## src/rtl/uart_pkg.sv

```systemverilog
// Shared UART definitions: receiver/transmitter state encoding and default bit timing.
// Latency: n/a (package only).
// Backpressure: n/a (package only).
package uart_pkg;

    // 100 MHz core clock / 115200 baud
    localparam int CLKS_PER_BIT_DEFAULT = 868;

    typedef enum logic [2:0] {
        IDLE,
        START,
        DATA,
        STOP,
        WAIT_IDLE
    } rx_state_t;

endpackage

```

## src/rtl/uart_sync2.sv

```systemverilog
// Two-flop synchronizer for one asynchronous bit, with a selectable reset value.
// Latency: 2 clk cycles from i_d to o_q.
// Backpressure: none (level path).
//   clk   - sampling clock
//   rst_n - asynchronous active-low reset, forces both flops to RST_VAL
//   i_d   - asynchronous input
//   o_q   - synchronized output
module uart_sync2 #(
    parameter logic RST_VAL = 1'b1
) (
    input  logic clk,
    input  logic rst_n,
    input  logic i_d,
    output logic o_q
);

    logic r_meta;
    logic r_q;

    always_ff @(posedge clk or negedge rst_n) begin
        if (!rst_n) begin
            r_meta <= RST_VAL;
            r_q    <= RST_VAL;
        end else begin
            r_meta <= i_d;
            r_q    <= r_meta;
        end
    end

    assign o_q = r_q;

endmodule

```

## src/rtl/uart_byte_rx.sv

```systemverilog
// UART 8N1 byte receiver, LSB first, mid-bit sampling with start-bit glitch rejection.
// Latency: rx_valid 2 + CLKS_PER_BIT/2 + 9*CLKS_PER_BIT + 1 cycles after the rxd falling edge.
// Backpressure: none; rx_valid / frame_err are single-cycle pulses that must be consumed when seen.
//   clk       - system clock
//   rst_n     - asynchronous active-low reset (released synchronously inside)
//   rxd       - asynchronous serial line, idle high
//   rx_valid  - one-cycle pulse, rx_byte holds a good byte
//   rx_byte   - last good byte, held until the next rx_valid
//   frame_err - one-cycle pulse, stop bit sampled low
//   busy      - receiver not in IDLE
module uart_byte_rx
    import uart_pkg::*;
#(
    parameter int CLKS_PER_BIT = CLKS_PER_BIT_DEFAULT
) (
    input  logic       clk,
    input  logic       rst_n,
    input  logic       rxd,
    output logic       rx_valid,
    output logic [7:0] rx_byte,
    output logic       frame_err,
    output logic       busy
);

    localparam int            CW          = $clog2(CLKS_PER_BIT);
    localparam logic [CW-1:0] BIT_RELOAD  = CW'(CLKS_PER_BIT - 1);
    localparam logic [CW-1:0] HALF_RELOAD = CW'(CLKS_PER_BIT / 2 - 1);

    logic w_rst_n_int;
    logic w_line;
    logic w_cnt_zero;

    // Assert asynchronously, release on a clock edge so no flop leaves reset mid-cycle.
    uart_sync2 #(.RST_VAL(1'b0)) u_rst_sync (
        .clk   (clk),
        .rst_n (rst_n),
        .i_d   (1'b1),
        .o_q   (w_rst_n_int)
    );

    uart_sync2 #(.RST_VAL(1'b1)) u_rxd_sync (
        .clk   (clk),
        .rst_n (w_rst_n_int),
        .i_d   (rxd),
        .o_q   (w_line)
    );

    rx_state_t     r_state;
    logic [CW-1:0] r_cnt;
    logic [2:0]    r_idx;
    logic [7:0]    r_shift;
    logic [7:0]    r_rx_byte;
    logic          r_rx_valid;
    logic          r_frame_err;
    logic          r_busy;

    assign w_cnt_zero = (r_cnt == '0);

    always_ff @(posedge clk or negedge w_rst_n_int) begin
        if (!w_rst_n_int) begin
            r_state     <= IDLE;
            r_cnt       <= '0;
            r_idx       <= '0;
            r_shift     <= '0;
            r_rx_byte   <= 8'h00;
            r_rx_valid  <= 1'b0;
            r_frame_err <= 1'b0;
            r_busy      <= 1'b0;
        end else begin
            r_rx_valid  <= 1'b0;
            r_frame_err <= 1'b0;
            case (r_state)
                IDLE: begin
                    if (!w_line) begin
                        r_state <= START;
                        r_cnt   <= HALF_RELOAD;
                        r_busy  <= 1'b1;
                    end
                end
                START: begin
                    // Re-check the line half a bit in: a short low pulse is dropped silently.
                    if (w_cnt_zero) begin
                        if (!w_line) begin
                            r_state <= DATA;
                            r_cnt   <= BIT_RELOAD;
                            r_idx   <= '0;
                        end else begin
                            r_state <= IDLE;
                            r_busy  <= 1'b0;
                        end
                    end else begin
                        r_cnt <= r_cnt - CW'(1);
                    end
                end
                DATA: begin
                    if (w_cnt_zero) begin
                        r_shift[r_idx] <= w_line;
                        r_cnt          <= BIT_RELOAD;
                        if (r_idx == 3'd7) begin
                            r_state <= STOP;
                        end else begin
                            r_idx <= r_idx + 3'd1;
                        end
                    end else begin
                        r_cnt <= r_cnt - CW'(1);
                    end
                end
                STOP: begin
                    // Return to IDLE at mid-stop so a back-to-back start edge is not missed.
                    if (w_cnt_zero) begin
                        if (w_line) begin
                            r_rx_byte  <= r_shift;
                            r_rx_valid <= 1'b1;
                            r_state    <= IDLE;
                            r_busy     <= 1'b0;
                        end else begin
                            r_frame_err <= 1'b1;
                            r_state     <= WAIT_IDLE;
                        end
                    end else begin
                        r_cnt <= r_cnt - CW'(1);
                    end
                end
                WAIT_IDLE: begin
                    // A held-low line (break) must go high before another start is looked for.
                    if (w_line) begin
                        r_state <= IDLE;
                        r_busy  <= 1'b0;
                    end
                end
                default: begin
                    r_state <= IDLE;
                    r_busy  <= 1'b0;
                end
            endcase
        end
    end

    assign rx_valid  = r_rx_valid;
    assign rx_byte   = r_rx_byte;
    assign frame_err = r_frame_err;
    assign busy      = r_busy;

endmodule
```

## config.mk

```make
export PLATFORM = sky130hd
export DESIGN_NAME = uart_byte_rx
export DESIGN_NICKNAME = d
export VERILOG_FILES = /design/src/rtl/uart_pkg.sv /design/src/rtl/uart_sync2.sv /design/src/rtl/uart_byte_rx.sv
export SDC_FILE = /design/constraint.sdc
export NUM_CORES = 1
export LEC_CHECK = 0
export CAP_MARGIN = 20
export CELL_PAD_IN_SITES_DETAIL_PLACEMENT = 0
export CELL_PAD_IN_SITES_GLOBAL_PLACEMENT = 1
export CORE_MARGIN = 1.5
export CORE_UTILIZATION = 50
export DETAILED_ROUTE_END_ITERATION = 8
export PLACE_DENSITY = 0.87
export RECOVER_POWER = 25
export SETUP_SLACK_MARGIN = 0.5
export SLEW_MARGIN = 20
export SYNTH_ARGS = -nofsm -noshare
export SYNTH_HDL_FRONTEND = slang
export SYNTH_HIERARCHICAL = 1
export SYNTH_SLANG_ARGS = --single-unit
```

## constraint.sdc

```tcl
create_clock -name clk -period 1.8 [get_ports clk]
set_input_delay 0.27 -clock clk [delete_from_list [all_inputs] [get_ports clk]]
set_output_delay 0.27 -clock clk [all_outputs]
set_load 0.01 [all_outputs]
```

==> out/results.ini, run 1 <==
[routing]
routedWlPerCell_um = 18.6
vias_per_cell = 6.05
drt-initial-drc-count = 116
route.detailed.drc = 0
vias = 1712
wl_um = 5270
drt_pass1_iterations = 4
final_antenna_net_count = 0

[global_routing]
grt-ovfl-total = 0
grt_pass1_vias = 1661
grt_usage = 0.250
grt_max_degree = 38
antenna_found_initial = 0
grt_first_pass_wirelength_um = 8060

[sta]
slew_viol_final = 0
fin_crit_sh = 1.04
relSlewSlack = 0.382
fin_crit_ps = 1880
rsz0062_at_grt = yes
max_freq_mhz = 532
max_slew.worst_pin.slew_ps = 927
fin_ws_ps = -78.8
holdWs_ps = 199
finalSetupViolCount = 21
hold_viol = 0
finClkSkew_ps = 5.56

[logic_synthesis]
synth_top_area_frac = 0.463
synthCells = 181
synth-seq-area-share = 0.489
synth_area_um2 = 2000
synth_warnings = 6
ys_ff_latch = 39
async_flop_share = 1.00
yosys-top-cells-count = 37 x dfrtp_1, 18 x mux2_2, 14 x nor2_1
synth_top_cell_by_area = dfrtp_1
synth_edf_count = 0
synth_top_flop_cell = dfrtp_1
synthTopCellsByArea = dfrtp_1 46%, mux2_2 10%, dfstp_2 2.6%
synthMostInstantiatedCell = dfrtp_1
synth_fp_nets = 188
syn_area_per_cell_um2 = 11.1
synth.distinct_cells = 49

[finish]
antennaDiodeCount = 0
utilization = 0.740
drive_gt1_frac = 0.460
area_growth_pct = 38.4
fill_cells = 249
stdcell_area_um2 = 2770
nets = 241

[clock_tree]
cts_max_path_buffers = 2
htree_levels = 2
cts_buffers = 5
numClockSinks = 39
clock_latency_ps = 290
clk_pin_slew_ps = 80
cts_tree = done
clock-root-buffer = clkbuf_8

[worst_hold_path]
hp-class = in2async

[flow_run]
drv_cap = 0

[setup_path]
ff2ff_setup_slack_ps = -80
required_ps = 1990
cp-start-kind = flip-flop
r2r_start = r_cnt[1]
r2r_end = r_cnt[6]
end_kind = flip-flop
critPathMaxFanout = 4
path_class = reg2reg
cp_data_arrival_time_ps = 2070
reg2regPathDepth = 8

[power]
p_sw_mw = 1.06
seqPwrFrac = 0.379
comb_power_share = 0.381
p_int_mw = 2.01
p_leak_nw = 1.28
p_per_area_nw_per_um2 = 1110
switching_share = 0.345
p_clk_frac = 0.240
vdd_drop_max_uv = 607

[floorplan]
start_util = 0.534
die_x_um = 66.3
dieArea_um2 = 4390
rows = 22
die_y_um = 66.3
core_area_um2 = 3740
io_pins = 14

[placed_design]
port_buffers = 13
gp_congestion = 0.899
hpwl_um = 3300
post_dp_cell_area_um2 = 2420

[status]
status = finished with violations
violations = negative setup slack

-- cell type report --
class                   instances  area, um2  share of cell area
well taps                      48       60.1              0.0217
repair buffers                 55        467               0.169
multi-input cells             124       1120               0.403
clock inverters                 3       43.8              0.0158
flip-flops and latches         39        980               0.354
inverters                       9       33.8              0.0122
clock buffers                   5       68.8              0.0249
-- state kept, by name, indices dropped and copies added, names as in the netlist --
register,cells
r_cnt,10
r_shift,8
rx_byte,8
r_idx,3
r_state,3
busy,1
frame_err,1
rx_valid,1
u_rst_sync/o_q,1
u_rst_sync/r_meta,1
u_rxd_sync/o_q,1
u_rxd_sync/r_meta,1
-- cell families after synthesis --
logic type | count (synthesis) | synth area share
and+or+nand+nor | 61 | 0.185
DFF | 39 | 0.489
AOI/OAI and AO/OA | 34 | 0.120
muxes | 21 | 0.119
buffers and inverters | 19 | 0.0507
adders and majority gates | 5 | 0.0300
other | 1 | 0.00187
xor gates and xnor gates | 1 | 0.00438
-- layout by cell type (no fill, tap or decap), drive strengths merged, types with 3 or more instances in the layout --
master | synthesis | final
buf | 5 | 41
dfrtp | 37 | 37
mux2 | 19 | 19
nor2 | 14 | 14
dlygate4sd2 | 0 | 11
inv | 9 | 9
a21oi | 8 | 8
o21ai | 8 | 8
nand2 | 7 | 7
nor3 | 7 | 7
nand3 | 6 | 7
nand4 | 6 | 6
clkbuf | 5 | 6
and3 | 4 | 4
o31ai | 4 | 4
ha | 4 | 4
nor4b | 3 | 3
-- how the worst max path moves through the flow --
stage,from,endpoint,slack [ps],cells after the start
floorplan,r_cnt[0],r_cnt[1],-140,8
finish,r_cnt[1],r_cnt[6],-80,8
global placement,r_cnt[1],r_cnt[9],-20,8
global route,r_cnt[0],r_shift[6],-190,7
CTS,r_cnt[0],r_cnt[9],-90,9
detailed placement,r_cnt[0],r_shift[1],-160,7
-- per-stage QoR --
| stage | power [mW] | setup TNS (ps) | worst slack, ps | instances |
|---|---|---|---|---|
| after floorplan | 1.69 | -586 | -138 | 181 |
| after global placement | 2.05 | -32.6 | -16.8 | 266 |
| after detailed placement | 2.07 | -1020 | -156 | 266 |
| after CTS | 2.95 | -388 | -92.5 | 278 |
| after global routing | 3.21 | -3000 | -188 | 283 |
| final | 3.07 | -974 | -78.8 | 283 |
-- critical path: stages, from the launching register on --
cell     delay [ps]
dfrtp_1         400
inv_2            90
ha_4            130
nor4b_4         230
buf_4           180
and3_4          230
buf_4           150
a22oi_1          80
o41ai_2         280
-- power groups by stage --
stage	clock network, mW	registers (mW)	logic [mW]
2_1_floorplan	0	1.16	0.534
5_1_grt	0.784	1.17	1.26
6_report	0.737	1.16	1.17
3_5_place_dp	0	1.15	0.923
4_1_cts	0.745	1.15	1.06
3_3_place_gp	0	1.15	0.900
-- metal layers --
metal  GRT usage  part of all wire
met1       0.325              0.42
met2       0.409              0.51
met3      0.0647             0.056
met4      0.0765            0.0085
met5           0                 0
-- repair_timing --
action | 4_1_cts | 5_1_grt
hold buffers | 0 | 0
resized for setup | 36 | 24
setup buffers | 3 | 5
pin swaps | 11 | 7
endpoints found under the setup margin | 46 | 35
hold endpoints to repair | 0 | 0
cloned | 1 | 0
(Power assumes the default switching activity.)
==> inputs of run 2 (changes only) <==
CTS_CLUSTER_DIAMETER = 50   (was unset)
==> results of run 2 <==
Final layout, timing and power as in run 1 (identical DEF).
